## src/rtl/pll_lock_seq.sv

```systemverilog
// pll_lock_seq: PLL reset/lock sequencer on the reference clock.
// Optional macro PLL_LOCK_WATCHDOG_EN: lock loss in RUN re-runs the sequence.
module pll_lock_seq #(
    parameter int RST_CYCLES   = 16,
    parameter int LOCK_STABLE  = 1024,
    parameter int LOCK_TIMEOUT = 65536,
    parameter int RETRY_MAX    = 3
) (
    input  logic       sys_clk,
    input  logic       sys_rst_n,
    input  logic       extlock,
    input  logic       relock_req,
    output logic       pll_reset,
    output logic       pll_ready,
    output logic       fault,
    output logic       lock_lost,
    output logic [2:0] state
);

    localparam int MAXA = (RST_CYCLES > LOCK_STABLE) ? RST_CYCLES : LOCK_STABLE;
    localparam int MAXC = (MAXA > LOCK_TIMEOUT) ? MAXA : LOCK_TIMEOUT;
    localparam int CW   = (MAXC > 2) ? $clog2(MAXC) : 1;

    localparam logic [CW-1:0] RST_LAST  = CW'(RST_CYCLES - 1);
    localparam logic [CW-1:0] STB_LAST  = CW'(LOCK_STABLE - 1);
    localparam logic [CW-1:0] TMO_LAST  = CW'(LOCK_TIMEOUT - 1);
    localparam logic [3:0]    RTY_LIMIT = 4'(RETRY_MAX);

    typedef enum logic [2:0] {
        S_RST    = 3'd0,
        S_WAIT   = 3'd1,
        S_STABLE = 3'd2,
        S_RUN    = 3'd3,
        S_FAULT  = 3'd4
    } state_e;

    state_e        state_q, state_d;
    logic [CW-1:0] cnt_q, cnt_d;
    logic [3:0]    rty_q, rty_d;
    logic [1:0]    sync_q;
    logic          lock_s;
    logic          lost_q, lost_d;
    logic          pll_reset_q, pll_ready_q, fault_q;

    assign lock_s = sync_q[1];

    // Two-flop synchronizer bringing extlock into the sys_clk domain.
    always_ff @(posedge sys_clk) begin
        if (!sys_rst_n) begin
            sync_q <= 2'b00;
        end else begin
            sync_q <= {sync_q[0], extlock};
        end
    end

    // Next-state, shared counter, retry and sticky lock-loss logic.
    always_comb begin
        state_d = state_q;
        cnt_d   = cnt_q;
        rty_d   = rty_q;
        lost_d  = lost_q;
        unique case (state_q)
            S_RST: begin
                if (cnt_q == RST_LAST) begin
                    state_d = S_WAIT;
                    cnt_d   = '0;
                end else begin
                    cnt_d = cnt_q + 1'b1;
                end
            end
            S_WAIT: begin
                if (lock_s) begin
                    state_d = S_STABLE;
                    cnt_d   = '0;
                end else if (cnt_q == TMO_LAST) begin
                    cnt_d = '0;
                    if (rty_q == RTY_LIMIT) begin
                        state_d = S_FAULT;
                    end else begin
                        state_d = S_RST;
                        rty_d   = rty_q + 4'd1;
                    end
                end else begin
                    cnt_d = cnt_q + 1'b1;
                end
            end
            S_STABLE: begin
                if (!lock_s) begin
                    state_d = S_WAIT;
                    cnt_d   = '0;
                end else if (cnt_q == STB_LAST) begin
                    state_d = S_RUN;
                    cnt_d   = '0;
                    rty_d   = '0;
                end else begin
                    cnt_d = cnt_q + 1'b1;
                end
            end
            S_RUN: begin
                if (relock_req) begin
                    state_d = S_RST;
                    cnt_d   = '0;
                    rty_d   = '0;
                    lost_d  = 1'b0;
                end else if (!lock_s) begin
                    lost_d = 1'b1;
`ifdef PLL_LOCK_WATCHDOG_EN
                    state_d = S_RST;
                    cnt_d   = '0;
                    rty_d   = '0;
`endif
                end
            end
            S_FAULT: begin
                if (relock_req) begin
                    state_d = S_RST;
                    cnt_d   = '0;
                    rty_d   = '0;
                    lost_d  = 1'b0;
                end
            end
            default: begin
                state_d = S_RST;
                cnt_d   = '0;
                rty_d   = '0;
            end
        endcase
    end

    // State, counters and outputs decoded from the next state.
    always_ff @(posedge sys_clk) begin
        if (!sys_rst_n) begin
            state_q     <= S_RST;
            cnt_q       <= '0;
            rty_q       <= '0;
            lost_q      <= 1'b0;
            pll_reset_q <= 1'b1;
            pll_ready_q <= 1'b0;
            fault_q     <= 1'b0;
        end else begin
            state_q     <= state_d;
            cnt_q       <= cnt_d;
            rty_q       <= rty_d;
            lost_q      <= lost_d;
            pll_reset_q <= (state_d == S_RST) || (state_d == S_FAULT);
            pll_ready_q <= (state_d == S_RUN);
            fault_q     <= (state_d == S_FAULT);
        end
    end

    assign pll_reset = pll_reset_q;
    assign pll_ready = pll_ready_q;
    assign fault     = fault_q;
    assign lock_lost = lost_q;
    assign state     = state_q;

endmodule

```

## config.mk

```make
export PLATFORM = sky130hd
export DESIGN_NAME = pll_lock_seq
export DESIGN_NICKNAME = d
export VERILOG_FILES = /design/src/rtl/pll_lock_seq.sv
export SDC_FILE = /design/constraint.sdc
export NUM_CORES = 1
export LEC_CHECK = 0
export CORE_UTILIZATION = 30
export CTS_BUF_LIST = sky130_fd_sc_hd__clkbuf_8
export CTS_CLUSTER_DIAMETER = 40
export DETAILED_ROUTE_END_ITERATION = 16
export SLEW_MARGIN = 40
export SYNTH_ARGS = -nofsm -noshare
export SYNTH_HDL_FRONTEND = slang
export SYNTH_SLANG_ARGS = --single-unit
export TNS_END_PERCENT = 5
```

## constraint.sdc

```tcl
create_clock -name sys_clk -period 1.8 [get_ports sys_clk]
set_input_delay 0.36 -clock sys_clk [delete_from_list [all_inputs] [get_ports sys_clk]]
set_output_delay 0.36 -clock sys_clk [all_outputs]
set_load 0.01 [all_outputs]
```

# Word-level counts from Yosys, hierarchy flattened
# Cells that the tools add are included.
# totals
regBits,29
out_inout_bits,7
wordCells,62
in_bits,4
# op_classes
n_eq_ne,18
reduce_logical,7
bitwise_logic,1
muxes,26
add_sub_neg,2
# op_table
cell,n
$mux W16,6
$pmux W16 S4,1
$mux W4,6
$mux W3,7
$add A16 B1 Y16 const B,1
$eq A16 B10 Y1 const B,1
$eq A16 B16 Y1 const B,1
$eq A16 B4 Y1 const B,1
$pmux W4 S4,1
$ne A2 B2 Y1 const B,6
$pmux W3 S4,1
$eq A3 B2 Y1 const B,3
$reduce_and A7 Y1,1
$eq A3 B3 Y1 const B,2
$logic_not A3 Y1,2
$add A4 B1 Y4 const B,1
$eq A4 B2 Y1 const B,1
$eq A3 B1 Y1 const B,1
$mux W1,3
$ne A3 B3 Y1 const B,1
$reduce_and A3 Y1,1
$ne A2 B1 Y1 const B,1
$pmux W1 S2,1
$reduce_bool A2 Y1,1
3 further kinds,3

# Longest topological paths before layout
# depth
depth_word,7
ltp_mapped,8
mapped_depth_nobuf,6

# Worst setup path before layout
# OpenSTA, ideal clock, no wires.
# synth_timing
path_kind,register to register
from,reg cnt_q[0]
to,reg cnt_q[12]
arrival_ns,1.824
stages_incl_launch_ff,9
path_buffers,2
synth_period_minus_slack_ns,1.962
t_required_ns,1.661
setup_ns,0.139
slack_ns,-0.162
path_cell_list,dfxtp_1 ha_1 nand4_1 and4bb_2 nor2b_1 buf_6 buf_4 a211oi_2 a311oi_1
# synth_between
elab_chain_cells,4
elab_cells_between_ends,10
classes_between,add/sub: 1; eq/ne: 3; mux: 6
# synth_lines
item,line_no,text
start: declaration,38,"logic [CW-1:0] cnt_q, cnt_d;"
start signal: assignment,142,cnt_q <= cnt_d;
$add A16 B1 Y16 (tied with other cells),"68, 84, 96",
$mux W16 (on tied branches),"91, 75",
$mux W16 (on tied branches),"88, 72",
$pmux W16 S4 (*),62,unique case (state_q)
# Every way passes the cells marked *; elsewhere a longest branch is shown, timed or not.
# A chain may end at the register's enable or synchronous reset.

# Worst setup path in the final report
# layout_timing
from,reg cnt_q[15]
to,reg cnt_q[13]
# layout_between
elab_chain_cells,4
elab_cells_between_ends,9
classes_between,eq/ne: 3; mux: 6
# layout_lines
item,line_no
$eq A16 B10 Y1 / $eq A16 B16 Y1 (equally long branches),"91, 75"
$mux W16 (on tied branches),"91, 75"
$mux W16 (on tied branches),"88, 72"
$pmux W16 S4 (*),62
# Marked as above.

==> key figures <==
Setup path
  – Critical Path AT: 2.10 ns
  – R2R Setup Slk: -0.14 ns
  – R2R depth: 6
  – Crit. End Element: flip-flop
  – Reg2reg start: cnt_q[15]
  – CP Class: flip-flop to flip-flop
  – Crit path launch type: flip-flop
  – Critical Path Fanout Max: 4
  – R2r endpoint: cnt_q[13]
  – WP data required: 1.96 ns

Min path
  – Min-delay worst type: flip-flop to flip-flop
  – Worst hold stages: 1
  – WHS Endpoint: sync_q[1]
  – Hold wc startpoint: sync_q[0]

STA
  – Hold slack: 0.434 ns
  – Post-layout min period: 1.94 ns
  – Max Slew Vio Count: 0
  – RSZ-0062 raised after global routing: true
  – Worst-Margin Slew: 0.528 ns
  – Final setup vio count: 22
  – Max_slew headroom: 64.4%
  – Worst Skew: 0.00290 ns
  – Max Freq: 516 MHz
  – Setup WS post-layout: -0.137 ns
  – Fin. Hold Viols: 0
  – Fin crit share: 108%

Clock tree
  – CTS tree: yes
  – Clock sinks: 29
  – Worst-Skew Late Latency: 0.28 ns
  – Clock Tree Buf Depth: 2
  – Root Buffer: clkbuf_8
  – CTS Hold Bufs: 0
  – Clock slew at reported path FFs: 0.06 ns
  – H-tree Lvls: 2
  – CTS Buf Count: 5

Power and ir drop
  – PwrDens: 508 nW/um2
  – Max VDD drop: 481 uV
  – Leak pwr: 0.965 nW
  – Overall Power: 0.00125 W

GRT
  – Grt ovf: 0
  – Initial antenna violation count: 0
  – All-Layer GR Usage: 16.2%
  – Global-route wire length before repair: 7580 um
  – Vias in the first global route: 1,614
  – Largest net degree at the start of global routing: 14

Synthesis
  – Syn Nets: 193
  – Biggest area consumer among synthesized cells: dfxtp_1
  – Seq/Total Area, Yosys: 34.9%
  – Synth Register Bits: 29
  – Synthesized area: 1660 um2
  – Yosys warns: 0
  – Synth Area per Inst: 8.90 um2
  – Post-synth EDFFs: 0
  – Async S/R FF share, synth: 0%
  – Dominant synthesized flop cell: dfxtp_1
  – Top-area cell type share of the netlist area: 34.9%
  – Cell variety after synth: 49
  – Mapped Cells: 187
  – Main area contributors after synthesis: dfxtp_1, a211oi_2, a311oi_1, o21ai_0, nor4_4

Route
  – DRT Pass-1 Iters: 4
  – Wirelength per Cell: 13.8 um
  – Routed wire length: 4480 um
  – Vias per cell: 5.23
  – Initial DRC Count: 115
  – ANT nets after route: 0
  – DRC Markers: 0
  – Vias: 1,694

Floorplanning
  – Initial core utilization: 31.8%
  – Die H: 76.5 um
  – Num rows: 26
  – Die area: 5850 um2
  – Core area: 5240 um2
  – Die X: 76.5 um
  – Num ports: 11

Job
  – Max-cap violations: 0

Finish
  – Ant diodes: 0
  – Fillers: 491
  – Layout area overhead: 47.7%
  – Share of cells above drive strength 1: 42.5%
  – Nets: 260
  – Final instance area: 2460 um2
  – Final core utilization: 46.9%

Run status
  – Status: finished, violations left
  – Violated checks: negative setup slack

Placed design
  – HPWL Detailed: 3210 um
  – Post-DP Area: 2230 um2
  – Port bufs: 10
  – RD Place Congestion: 0.821
[power by group]
part / total (W) / internal (W) / switching (W)
clock network: 0.000529 / 0.000297 / 0.000232
registers: 0.000657 / 0.000649 / 0.00000797
logic: 0.0000631 / 0.0000343 / 0.0000288
total: 0.00125 / 0.000980 / 0.000269
[state kept, by name, indices dropped and copies added, names as in the netlist]
signal,flops
pll_ready,1
fault,1
cnt_q,16
sync_q,2
rty_q,4
state,3
lock_lost,1
pll_reset,1
[per-layer routing]
metal / global-route usage, % / part of all wire [%]
met3: 3.35 / 2.9
met1: 21.3 / 48
met5: 0 / 0
met2: 26.2 / 48
met4: 5.19 / 1.3
[synth_stat cells, types with 5 or more instances]
cell and instances:
nor2b_1 6, nor2_1 9, inv_1 10, a211oi_2 7, nand3_1 8, and3_1 6, o21ai_0 12, dfxtp_1 29
nor3_1 6, a311oi_1 10, nand2_1 10, a211oi_1 5
[through the flow]
stage | cells | setup slack, ns | setup TNS, ns
2_1_floorplan | 187 | -0.0869 | -0.929
3_3_place_gp | 314 | -0.124 | -1.52
3_5_place_dp | 314 | -0.175 | -2.29
4_1_cts | 324 | -0.108 | -1.29
5_1_grt | 324 | -0.221 | -3.93
6_report | 324 | -0.137 | -1.69
[critical path: stages, from the launching register on]
cell       delay, ns
dfxtp_2         0.32
or4_4           0.54
nor4_4          0.36
o22ai_4         0.15
buf_6           0.15
o31ai_2         0.21
a2111oi_1       0.08
[cells in the final DEF, fill, tap and decap left out, types with 4 or more instances in the layout]
master	n
clkbuf_8	6
nand3_1	8
a211oi_2	10
buf_4	57
o21ai_0	11
nand4_1	4
and3_1	6
dfxtp_1	23
nor2_1	7
buf_6	4
nor2b_1	5
dfxtp_2	5
clkdlybuf4s50_1	10
a311oi_1	10
nand2_1	10
inv_1	11
nor3_1	5
and2_1	4
a21oi_1	4
[timing repair]
action / 4_1_cts / 5_1_grt
pin swaps: 16 / 7
setup endpoints to repair: 25 / 25
setup buffers: 3 / 0
gates resized for setup: 25 / 7
[cell families (layout without fill, tap and decap cells)]
group | after synthesis | count (layout) | synth area share [%]
compound gates | 57 | 57 | 27.3
xor+xnor | 1 | 1 | 0.526
flops | 29 | 29 | 34.9
buf+inv | 21 | 88 | 6.16
simple gates | 76 | 76 | 29.0
mux | 1 | 1 | 0.602
fa+ha+maj | 2 | 2 | 1.50
[final cells by class]
cell class,count,area (um2),area share [%]
clock buffer,6,82.6,3.36
clock inverter,1,3.75,0.153
inverter,10,37.5,1.53
multi-input combinational,137,1080,44.1
sequential,29,591,24.0
tap,70,87.6,3.56
timing repair buffer,71,573,23.3
[worst max path at each step]
stage                     slack, ns  depth (start not counted)       from         to
after floorplan               -0.09                          8   cnt_q[1]  cnt_q[12]
after global placement        -0.12                          6  cnt_q[10]  cnt_q[11]
after detailed placement      -0.18                          6  cnt_q[10]  cnt_q[15]
after CTS                     -0.11                          6  cnt_q[14]  cnt_q[13]
after global routing          -0.22                          7   cnt_q[5]  cnt_q[13]
final                         -0.14                          6  cnt_q[15]  cnt_q[13]
No activity file was read; power rests on OpenSTA's default activity.
==> variant 1, RTL diff (config.mk and constraints unchanged) <==
The option `PLL_LOCK_WATCHDOG_EN` is turned on by a define.
--- a/src/rtl/pll_lock_seq.sv
+++ b/src/rtl/pll_lock_seq.sv
@@ -1,5 +1,7 @@
 // pll_lock_seq: PLL reset/lock sequencer on the reference clock.
 // Optional macro PLL_LOCK_WATCHDOG_EN: lock loss in RUN re-runs the sequence.
+`define PLL_LOCK_WATCHDOG_EN
+
 module pll_lock_seq #(
     parameter int RST_CYCLES   = 16,
     parameter int LOCK_STABLE  = 1024,
Behaviour: same outputs for any inputs over 10 cycles, from zero or initial values and one cycle with sys_rst_n low; that may be too few to reach the edited logic, so the function may still have changed.
==> variant 1 against the original RTL <==
  * The run still ends with setup timing left
  * Worst setup slack gained 0.064 ns
  * Sequential cell count unchanged
  * Wire length down 17%
  * Synthesized area down 11%
  * Worst hold slack better by 0.00066 ns
  * Final area decreased by 11%
  * Critical path type unchanged
  * Critical endpoint is now rty_q[3]$_SDFFE_PN0P_
Power is not compared: it rests on default switching activity, and its combinational part moved more than twofold at a synthesized area within 25%.
==> variant 1: results (changes against the original RTL) <==
- Top routing layer used: met4 (unchanged)
- Dpl cells: 289 (was 314)
- Met1 WL: 1.82 mm (was 2.16 mm)
- First-iteration detailed-routing DRC count: 108 (was 115)
- Final cell count without fillers: 297 (was 324)
- Worst skew pair latency: 0.28 ns (about the same)
- Yosys warnings: 0 (unchanged)
- CTS clk-pin slew, worst paths: 0.06 ns (about the same)
- Worst hold path type: reg -> reg (unchanged)
- Diode count: 0 (unchanged)
- Mean Syn Cell Area: 8.50 µm² (was 8.90 µm²)
- Post-Synthesis Net Count: 181 (was 193)
- Commonest cells post-synth: dfxtp_1, nor2_1, nand2_1 (was dfxtp_1, o21ai_0, a311oi_1, inv_1, nand2_1)
- GRT Util Overall: 0.163 (was 0.162)
- HP Start: sync_q[0]$_SDFF_PN0_ (unchanged)
- Crit path from: cnt_q[10]$_SDFFE_PN0P_ (was cnt_q[15]$_SDFFE_PN0N_)
- Top_reg_cell synth: dfxtp_1 (unchanged)
- FFs w/ async S/R, synth: 0 (unchanged)
- Post-DP HPWL: 2.72 mm (was 3.21 mm)
- CTS H-tree depth: 2 (unchanged)
- Max reg flops: 16 (unchanged)
- Final #Nets: 236 (was 260)
- Critical R2R Launch: cnt_q[10]$_SDFFE_PN0P_ (was cnt_q[15]$_SDFFE_PN0N_)
- Critical-path maximum fanout: 3 (was 4)
- PortBufs: 10 (unchanged)
- CTS Buffer Depth: 2 (unchanged)
- Met3 WL: 111 µm (was 130 µm)
- Slew margin rel.: 0.730 (was 0.644)
- Final WS setup: -0.0728 ns (was -0.137 ns)
- Max VDD drop: 0.000340 V
- Outcome: finished with violations (unchanged)
- Clock Skew: 0.00594 ns (was 0.00290 ns)
- Initial antenna violation count: 0 (unchanged)
- Post-detailed-routing wire length: 3.70 mm (was 4.48 mm)
- Post-DP Area: 2000 µm² (was 2230 µm²)
- Hold Vio Cnt, Final: 0 (unchanged)
- Largest net degree at the start of global routing: 14 (unchanged)
- Layout cells sized above 1: 0.326 (was 0.425)
- Post-synth cell types: 43 (was 49)
- Met2 Wirelength: 1.73 mm (was 2.13 mm)
- Seq/Total Area, Yosys: 0.390 (was 0.349)
- Drt first pass iters: 4 (unchanged)
- Final setup vio count: 5 (was 22)
- Largest cells by area after synthesis: dfxtp_1, nor2_1, xnor2_1, nand2_1, nand4_1 (was dfxtp_1, a211oi_2, a311oi_1, o21ai_0, nor4_4)
- Clock Tree Root: clkbuf_8 (unchanged)
- Arrival time at the worst endpoint: 2.08 ns (was 2.10 ns)
- Leakage: 0.860 nW
- CTS buffer count: 5 (unchanged)
- Vias post-DR: 1466 (was 1694)
- Most flops, register: cnt_q (unchanged)
- Wire length of the first global-routing pass: 6.64 mm (was 7.58 mm)
- Failing checks: setup timing (unchanged)
- Routability congestion estimate: 0.840 (was 0.821)
## variant 1: cell count changes after synthesis, sizes merged, moves of 4 or more
cell	delta
xnor2	+8
a211oi	-10
a2111oi	-4
o21ai	-7
nand4	+5
nor4	+6
nand2	+4
a311oi	-9
a31oi	+5
nor2b	-4
inv	-4
nor2	+10
nor3	-4
## variant 1: area by class of cell
type	count	area, µm²
clock buffers	6	82.6
clock inverters	1	3.75
fillers	477	2570
inverters	6	22.5
multi-input cells	133	931
flip-flops and latches	29	593
well taps	67	83.8
repair buffers	55	469
## variant 1: power breakdown
| part | leakage, nW | switching [mW] | internal [mW] |
|---|---|---|---|
| sequential | 0.240 | 0.0335 | 0.671 |
| combinational | 0.572 | 0.0642 | 0.0803 |
| clock | 0.0485 | 0.235 | 0.297 |
| total | 0.860 | 0.333 | 1.05 |
## variant 1: worst max-delay path: stages (launching register included)
cell and delay (ns):
dfxtp_2 0.34, nor4_4 0.31, buf_4 0.17, nand4bb_4 0.12, a31oi_1 0.14, o21ai_1 0.11, or4_1 0.48, a21oi_1 0.14
## variant 1: path summary, 6_finish.rpt
path              slack (ns)  depth (start not counted)                    end
hold / removal          0.43                          1   sync_q[1]$_SDFF_PN0_
hold reg to reg         0.43                          1   sync_q[1]$_SDFF_PN0_
setup reg to reg       -0.07                          7  rty_q[3]$_SDFFE_PN0P_
setup / recovery       -0.07                          7  rty_q[3]$_SDFFE_PN0P_
## variant 1: repair_timing
item | CTS | global route
pin swaps | 13 | 2
cloned | 0 | 0
buffers inserted | 0 | 1
hold buffers | 0 | 0
setup endpoints to repair | 18 | 23
resized for setup | 16 | 5
## variant 1: logic make-up (layout without fill, tap and decap cells)
kind of cell,after synthesis,in the layout,synth area share
compound gates,33,33,0.161
xor+xnor,10,10,0.0589
fa+ha+maj,2,2,0.0168
buf+inv,13,68,0.0353
flops,29,29,0.390
simple gates,88,88,0.337
## variant 1: metal layers
layer | track usage | up-vias
met5 | 0 | -
met4 | 0.0479 | 0
met3 | 0.0417 | 6
met2 | 0.266 | 21
met1 | 0.213 | 686
li1 | - | 753
## variant 1: through the flow
stage                util  worst slack (ns)  total power, mW  hold slack [ns]  setup TNS (ns)
global route        0.460            -0.178             1.45            0.480           -1.79
detailed placement  0.421            -0.255            0.847            0.424           -2.25
global placement    0.421            -0.204            0.846            0.419           -1.86
floorplan               -           -0.0258            0.769            0.412          -0.283
CTS                 0.455           -0.0553             1.39            0.445          -0.348
finish              0.460           -0.0728             1.38            0.434          -0.202
==> variant 2, RTL diff (config.mk and constraints unchanged) <==
Made on the original files. Put one more register stage on the output `fault`, cleared by the reset. The value now appears one clock later. The other outputs are not delayed to match.
--- a/src/rtl/pll_lock_seq.sv
+++ b/src/rtl/pll_lock_seq.sv
@@ -150,7 +150,13 @@
 
     assign pll_reset = pll_reset_q;
     assign pll_ready = pll_ready_q;
-    assign fault     = fault_q;
+    always_ff @(posedge sys_clk) begin
+        if (!sys_rst_n) begin
+            fault <= '0;
+        end else begin
+            fault <= fault_q;
+        end
+    end
     assign lock_lost = lost_q;
     assign state     = state_q;
 
Formal check against the unedited RTL: no difference found for any inputs over 10 cycles, from zero or initial values and one cycle with sys_rst_n low; that may be too few to reach the edited logic, so the function may still have changed.
==> variant 2 against the original RTL <==
  * The flow still finishes with violations (setup timing)
  * Synthesized area hardly changed
  * Wire length shrank 5.0%
  * Sequential cell count rose by 1
  * Non-clock buffer count decreased by 8
  * Critical path depth decreased by 1
  * Clock power down 4.9%
  * Final area shrank 3.3%
  * Count of clock-buffer cells in the layout decreased by 1
  * Combinational power up 19%
  * Total power rose by 0.52%
  * Worst setup slack better by 0.11 ns
  * Sequential share of layout area grew 1.9 points
  * Synthesized cell count is 3.7% higher
  * Global-route usage decreased by 0.44 points
  * Critical endpoint is now rty_q[3]$_SDFFE_PN0P_
==> variant 2: results (changes against the original RTL) <==
- Mapped Cells: 194 (was 187)
- Drt first pass iters: 5 (was 4)
- HP Start: fault_q$_SDFF_PN0_ (was sync_q[0]$_SDFF_PN0_)
- Clock network fraction of design power: 0.401 (was 0.423)
- Post-Synthesis Net Count: 200 (was 193)
- Final WS setup: -0.0308 ns (was -0.137 ns)
- Clock Skew: 0.00415 ns (was 0.00290 ns)
- Post-detailed-routing wire length: 4.26 mm (was 4.48 mm)
- Switching pwr: 292 µW (was 269 µW)
- Largest cells by area after synthesis: dfxtp_1, nor3_1, o21ai_0, nand2_1, nor4_1 (was dfxtp_1, a211oi_2, a311oi_1, o21ai_0, nor4_4)
- Post-DP Area: 2190 µm² (was 2230 µm²)
- Leakage: 0.937 nW (was 0.965 nW)
- Internal power: 963 µW (was 980 µW)
- Synth Area in Adders: 0.0150 (about the same)
- Critical Path Slowest Stage Cell: or4_1 (was or4_4)
- Final setup vio count: 1 (was 22)
- Failing checks: setup timing (unchanged)
- Wire length of the first global-routing pass: 7.29 mm (was 7.58 mm)
- Seq/Total Area, Yosys: 0.361 (was 0.349)
- CP max stage delay: 0.47 ns (was 0.54 ns)
- Routability congestion estimate: 0.827 (was 0.821)
- Worst Hold End: fault$_SDFF_PN0_ (was sync_q[1]$_SDFF_PN0_)
- Synth Area in XOR/XNOR: 0.0421 (was 0.00526)
- Worst R2R Path Depth: 5 (was 6)
- Critical R2R Launch: cnt_q[13]$_SDFFE_PN0N_ (was cnt_q[15]$_SDFFE_PN0N_)
- CP endpoint: rty_q[3]$_SDFFE_PN0P_ (was cnt_q[13]$_SDFFE_PN0N_)
- Max VDD drop: 0.000262 V (was 0.000481 V)
- Comb group: 75.0 µW (was 63.1 µW)
- Final #Nets: 258 (was 260)
- Outcome: finished with violations (unchanged)
- Post-synthesis mux area share: 0.0181 (was 0.00602)
- Vias post-DR: 1624 (was 1694)
==> variant 2: cell type report <==
class	count	area (µm²)
flip-flops and latches	30	616
multi-input cells	148	1080
repair buffers	63	502
well taps	70	87.6
clock buffers	5	68.8
inverters	4	15.0
fillers	521	2860
clock inverters	2	7.51
==> variant 2: timing repair <==
action,4_1_cts,5_1_grt
gates resized for setup,2,19
pin swaps,6,6
cloned,0,0
buffers inserted,3,1
endpoints found under the setup margin,14,23
==> variant 2: critical path: cells and delay by family, from the launching register on <==
family | cells | cell delay (ns)
and+or+nand+nor | 3 | 0.95
AOI/OAI and AO/OA | 2 | 0.45
DFF | 1 | 0.36
==> variant 2: routing by layer <==
layer	part of all wire	wire, µm	vias to the layer above	GRT usage
met1	0.48	2060	751	0.204
met3	0.029	123	5	0.0359
li1	-	-	841	-
met2	0.47	2000	27	0.250
met4	0.016	69	0	0.0635
met5	0	0	-	0
